[config.mk]
export PLATFORM = sky130hd
export DESIGN_NAME = prim_clock_mux_sel_ctrl
export DESIGN_NICKNAME = d
export VERILOG_FILES = /design/src/rtl/prim_clk_sel_pkg.sv /design/src/rtl/prim_clk_sel_timer.sv /design/src/rtl/prim_clock_mux_sel_ctrl.sv
export SDC_FILE = /design/constraint.sdc
export NUM_CORES = 1
export LEC_CHECK = 0
export ABC_AREA = 1
export BUFFER_PORTS_ARGS = -buffer_cell sky130_fd_sc_hd__buf_2
export CAP_MARGIN = 20
export CORE_MARGIN = 3
export CORE_UTILIZATION = 42
export CTS_CLUSTER_SIZE = 40
export DETAILED_ROUTE_END_ITERATION = 8
export PLACE_DENSITY = 0.67
export SLEW_MARGIN = 0
export SYNTH_ARGS = -nofsm -noshare
export SYNTH_HDL_FRONTEND = slang
export SYNTH_HIERARCHICAL = 1
export SYNTH_SLANG_ARGS = --single-unit
[constraint.sdc]
create_clock -name clk_i -period 2.2 [get_ports clk_i]
set_clock_uncertainty 0.15 [all_clocks]
set_input_delay 0.22 -clock clk_i [delete_from_list [all_inputs] [get_ports clk_i]]
set_output_delay 0.22 -clock clk_i [all_outputs]
set_load 0.05 [all_outputs]
[src/rtl/prim_clk_sel_pkg.sv]
// Shared types and constants for the clock-mux select sequencer.
package prim_clk_sel_pkg;

    typedef enum logic [1:0] {
        IDLE     = 2'd0,
        GATE_OFF = 2'd1,
        SWITCH   = 2'd2,
        DONE     = 2'd3
    } clk_sel_state_e;

    localparam int SwitchCntW = 8;

endpackage

[src/rtl/prim_clk_sel_timer.sv]
// Loadable down-counter that stops at zero; shared by the gate-off and settle phases.
module prim_clk_sel_timer #(
    parameter int Width = 3
) (
    input  logic             clk_i,
    input  logic             rst_i,
    input  logic             load_i,
    input  logic [Width-1:0] load_val_i,
    output logic [Width-1:0] value_o,
    output logic             zero_o
);

    logic [Width-1:0] count_q;

    always_ff @(posedge clk_i or posedge rst_i) begin
        if (rst_i) begin
            count_q <= '0;
        end else if (load_i) begin
            count_q <= load_val_i;
        end else if (count_q != '0) begin
            count_q <= count_q - 1'b1;
        end
    end

    assign value_o = count_q;
    assign zero_o  = (count_q == '0);

endmodule

[src/rtl/prim_clock_mux_sel_ctrl.sv]
// Select/gate sequencer for a two-input clock mux: close gate, switch select, settle, reopen.
// Optional switch counter enabled by defining PRIM_CLK_SEL_SWITCH_CNT_EN.
module prim_clock_mux_sel_ctrl
    import prim_clk_sel_pkg::*;
#(
    parameter int   GateCycles   = 4,
    parameter int   SettleCycles = 8,
    parameter logic ResetSel     = 1'b0
) (
    input  logic                  clk_i,
    input  logic                  rst_i,
    input  logic                  req_i,
    input  logic                  target_i,
    output logic                  ready_o,
    output logic                  sel_o,
    output logic                  gate_en_o,
    output logic                  ack_o,
    output logic                  busy_o,
    output logic [SwitchCntW-1:0] switch_cnt_o
);

    localparam int MaxCycles = (GateCycles > SettleCycles) ? GateCycles : SettleCycles;
    localparam int TimerW    = (MaxCycles > 1) ? $clog2(MaxCycles) : 1;

    clk_sel_state_e state_q, state_d;
    logic           target_q, target_d;
    logic           sel_q, sel_d;
    logic           gate_en_q, gate_en_d;
    logic           ack_q, ack_d;

    logic              timer_load;
    logic [TimerW-1:0] timer_load_val;
    logic [TimerW-1:0] timer_value;
    logic              timer_zero;

    prim_clk_sel_timer #(
        .Width(TimerW)
    ) u_timer (
        .clk_i     (clk_i),
        .rst_i     (rst_i),
        .load_i    (timer_load),
        .load_val_i(timer_load_val),
        .value_o   (timer_value),
        .zero_o    (timer_zero)
    );

    always_comb begin
        state_d        = state_q;
        target_d       = target_q;
        sel_d          = sel_q;
        timer_load     = 1'b0;
        timer_load_val = '0;
        case (state_q)
            IDLE: begin
                if (req_i) begin
                    target_d = target_i;
                    if (target_i != sel_q) begin
                        state_d        = GATE_OFF;
                        timer_load     = 1'b1;
                        timer_load_val = TimerW'(GateCycles - 1);
                    end else begin
                        state_d = DONE;
                    end
                end
            end
            GATE_OFF: begin
                if (timer_zero) begin
                    state_d        = SWITCH;
                    sel_d          = target_q;
                    timer_load     = 1'b1;
                    timer_load_val = TimerW'(SettleCycles - 1);
                end
            end
            SWITCH: begin
                if (timer_value == '0) begin
                    state_d = DONE;
                end
            end
            DONE: begin
                state_d = IDLE;
            end
            default: begin
                state_d = IDLE;
            end
        endcase
    end

    // Outputs are derived from the next state so they are registered yet aligned with it.
    assign gate_en_d = (state_d == IDLE) || (state_d == DONE);
    assign ack_d     = (state_d == DONE);

    always_ff @(posedge clk_i or posedge rst_i) begin
        if (rst_i) begin
            state_q   <= IDLE;
            target_q  <= ResetSel;
            sel_q     <= ResetSel;
            gate_en_q <= 1'b1;
            ack_q     <= 1'b0;
        end else begin
            state_q   <= state_d;
            target_q  <= target_d;
            sel_q     <= sel_d;
            gate_en_q <= gate_en_d;
            ack_q     <= ack_d;
        end
    end

    assign ready_o   = (state_q == IDLE);
    assign busy_o    = (state_q != IDLE);
    assign sel_o     = sel_q;
    assign gate_en_o = gate_en_q;
    assign ack_o     = ack_q;

`ifdef PRIM_CLK_SEL_SWITCH_CNT_EN
    logic [SwitchCntW-1:0] switch_cnt_q, switch_cnt_d;

    always_comb begin
        switch_cnt_d = switch_cnt_q;
        if ((sel_d != sel_q) && (switch_cnt_q != '1)) begin
            switch_cnt_d = switch_cnt_q + 1'b1;
        end
    end

    always_ff @(posedge clk_i or posedge rst_i) begin
        if (rst_i) begin
            switch_cnt_q <= '0;
        end else begin
            switch_cnt_q <= switch_cnt_d;
        end
    end

    assign switch_cnt_o = switch_cnt_q;
`else
    assign switch_cnt_o = '0;
`endif

endmodule

==> impl_summary.txt <==
----------------------------------------------------
[Logic synthesis]
  Post-synthesis cell type with the largest combined area ... sky130_fd_sc_hd__dfrtp_1
  Post-synthesis area per instance ... around 7 sq um
  Yosys top cell area share ... approximately a third
  Distinct cell type count after synthesis ... 17
  Yosys synthesis warning count ... 6
  Fraction of the mapped netlist area in adder cells ... 6.383%
  Post-synthesis mux area share ... 0%
  Fraction of the mapped netlist area in simple logic gates ... between 20% and 30%
  Commonest cells in the netlist ... 31 x sky130_fd_sc_hd__nand2_1, 18 x sky130_fd_sc_hd__inv_1, 8 x sky130_fd_sc_hd__buf_4, 8 x sky130_fd_sc_hd__dfrtp_1, 3 x sky130_fd_sc_hd__ha_1
  Most used standard cell by instance count after synthesis ... sky130_fd_sc_hd__nand2_1
  Post-synthesis async set-or-reset flop share ... 100.0%
  Mapped Cells ... 84
  Dominant combinational cell family by area after synthesis ... simple AND/OR/NAND/NOR gates
  Prevailing post-synth register cell ... sky130_fd_sc_hd__dfrtp_1
  Portion of the post-synthesis area used by sequential elements ... around 39%
  Number of storage elements in the synthesis netlist ... 9
  Number of enable flip-flop cells after synthesis ... 0
  Area fraction in compound gates after synthesis ... under 10%
  Synth Area in XOR/XNOR ... 0%
  Biggest area contributors in the synthesized netlist ... sky130_fd_sc_hd__dfrtp_1 34%, sky130_fd_sc_hd__nand2_1 20%, sky130_fd_sc_hd__inv_1 11%, sky130_fd_sc_hd__buf_4 10%, sky130_fd_sc_hd__ha_1 6.4%
  Synth Cell Area ... 588.1 sq um

[Critical path]
  Startpoint type of the worst setup path ... flip-flop
  Worst setup path class ... reg -> reg
  Arrival @ worst endpoint ... between 1500 and 2000 ps
  CP Max Fanout ... 10
  Crit path capture type ... flip-flop
  Data required time of the worst path ... around 2200 ps

[Power and ir drop]
  Combinational cell fraction of total power ... 59.4%
  Leakage power ... about 0.0004 uW
  Net Sw Power ... roughly 570 uW
  Internal power component ... 497.3 uW
  Net switching fraction of the power ... around 53%
  PD cells ... around 1600 nW/um^2
  VDD IR max ... 974.5 uV
  Portion of total power attributed to the clock network ... roughly 11%
  Fraction of power consumed by sequential logic ... 29.5%

[Placed design]
  Buffers added on ports ... 8
  Global placer's final weighted congestion ... a little under 0.8
  Placed instance count ... 105
  DPL Wire Length ... 790.1 um
  Cell area after placement ... a little over 600 sq um
  Setup WS pre-CTS ... 306.2 ps

[GRT]
  Global-route wire length before repair ... approximately 1600 um
  Maximum number of pins on one net before global-route repair ... 11
  GRT Resource Usage Total ... between 10% and 20%
  Number of antenna violations at the first check in global routing ... 0
  Vias in the first global route ... roughly 420
  Global-route congestion overflow total ... 0

[Route]
  Via density per instance ... between 4 and 5
  DRC ... 0
  Total via count in the routed design ... 460
  Detailed-router iteration count before antenna repair ... 4
  Number of nets with antenna violations after routing ... 0
  Number of violations reported at the end of detailed-routing iteration 0 ... 4
  Post-detailed-routing wire length ... slightly above 900 um
  Average wire per cell in the routed design ... 8.400 um

[Cells and area]
  Layout cell share with drive strength beyond 1 ... between 10% and 20%
  Area overhead of the layout relative to synthesis ... 10.21%
  Diodes inserted ... 0
  NumNets Final ... 104
  Final design instance area without fill ... ~650 sq um
  Final cell count without fillers ... 110

[CTS]
  CTS buffer count ... 3
  Clock root buffer ... sky130_fd_sc_hd__clkbuf_4
  Clk Latency, worst-skew pair ... between 200 and 300 ps
  Setup bufs post-CTS ... 0
  Clock transition at the register clock pins on the worst setup and hold paths after CTS ... roughly 50 ps
  CTS Buffer Depth ... 2
  Clock sinks ... 9
  CTS tree ... done
  H-Tree Level Count ... 1

[Timing]
  Worst setup slack after layout ... 300.3 ps
  Part of the cycle the worst path needs ... between 80% and 90%
  Final hold vios ... 0
  Achievable frequency ... around 0.53 GHz
  Final min period ... 1900 ps
  Tightest Pin Transition ... around 530 ps
  RSZ-0062 raised after global routing ... no
  Normalized max-slew margin ... about 64%
  Final-layout worst hold slack ... a little under 100 ps
  Final setup TNS ... 0 ps
  Max-slew violation total from the final report ... 0
  Final-report setup violation count ... 0

[Floorplanning]
  Total core area ... approximately 1200 sq um
  Y dimension of the die ... roughly 43 um
  Row Count ... 12
  Effective utilization at floorplan ... roughly half
  Ports ... 17
  Horizontal die dimension ... ~43 um
  Total die area ... between 1500 and 2000 sq um

[Run status]
  Result of the run ... finished clean

[Min path]
  Min-Delay Path Class ... in -> reg

[Job]
  Number of violations of the max-capacitance limit ... 0

----------------------------------------------------
[layout by cell type (no fill, tap or decap), drive strengths merged]
| master | n |
|---|---|
| clkbuf | 4 |
| dlygate4sd3 | 1 |
| conb | 8 |
| nor2 | 4 |
| dfrtp | 8 |
| inv | 19 |
| nand3 | 2 |
| buf | 8 |
| ha | 3 |
| a21oi | 1 |
| dfstp | 1 |
| nand4 | 1 |
| nand2 | 32 |
| o21ai | 4 |
[power groups by stage]
stage	combinational, uW	sequential (uW)	clock (uW)
5_1_grt	716	328	140
4_1_cts	638	316	127
6_report	633	314	118
2_1_floorplan	457	382	0
3_3_place_gp	628	315	0
3_5_place_dp	634	319	0
[worst max-delay path, cell delays in order (launching register included)]
cell,delay (ps)
sky130_fd_sc_hd__dfrtp_1,400
sky130_fd_sc_hd__inv_1,90
sky130_fd_sc_hd__ha_1,190
sky130_fd_sc_hd__inv_1,60
sky130_fd_sc_hd__nor2_2,140
sky130_fd_sc_hd__nand3_2,130
sky130_fd_sc_hd__o21ai_1,320
sky130_fd_sc_hd__o21ai_0,180
sky130_fd_sc_hd__nand2_1,90
sky130_fd_sc_hd__nand2_1,50
[area by class of cell]
class | instances | area [sq um]
Sequential cell | 9 | 226.5
Inverter | 19 | 71.32
Timing Repair Buffer | 9 | 50.05
Fill cell | 121 | 553.0
Tap cell | 14 | 17.52
Multi-Input combinational cell | 55 | 256.5
Clock buffer | 4 | 26.28
[flip-flops by register name (all words and copies together), names as in the netlist]
signal,cells
ack_o,1
gate_en_o,1
sel_o,1
u_timer/value_o,3
target_q,1
state_q,2
[path summary, 6_finish.rpt]
check | to | startpoint | slack, ps | cells after the start
min | target_q | target_i | 100 | 3
min reg2reg | sel_o | target_q | 340 | 2
max in group asynchronous | gate_en_o | rst_i | 1370 | 3
max reg2reg | u_timer/value_o[1] | u_timer/value_o[0] | 300 | 9
min in group asynchronous | u_timer/value_o[0] | rst_i | 240 | 3
max | u_timer/value_o[1] | u_timer/value_o[0] | 300 | 9
[kinds of logic after synthesis]
logic type | count (synthesis)
adder cells (fa/ha/maj) | 3
AND/OR/NAND/NOR | 39
other | 1
flip-flops | 9
buffers and inverters | 27
AO/OA/AOI/OAI | 5
[metrics by stage]
step,total power [uW],utilization (%)
floorplan,839.5,-
global placement,942.4,50.94
detailed placement,952.9,50.94
CTS,1081,53.96
global route,1184,53.96
finish,1065,53.96
[metal layers]
| layer | share of wire [%] | global-route usage (%) | vias up |
|---|---|---|---|
| met3 | 5.4 | 1.245 | 2 |
| li1 | - | - | 253 |
| met1 | 45 | 13.38 | 193 |
| met4 | 0.54 | 9.036 | 0 |
| met2 | 48 | 18.88 | 12 |
| met5 | 0 | 0 | - |
[repair_timing]
item	CTS	global route
resized for setup	0	0
hold endpoints to repair	9	0
hold buffers	1	0
endpoints found under the setup margin	0	0
Power figures use the tool's default switching activity.
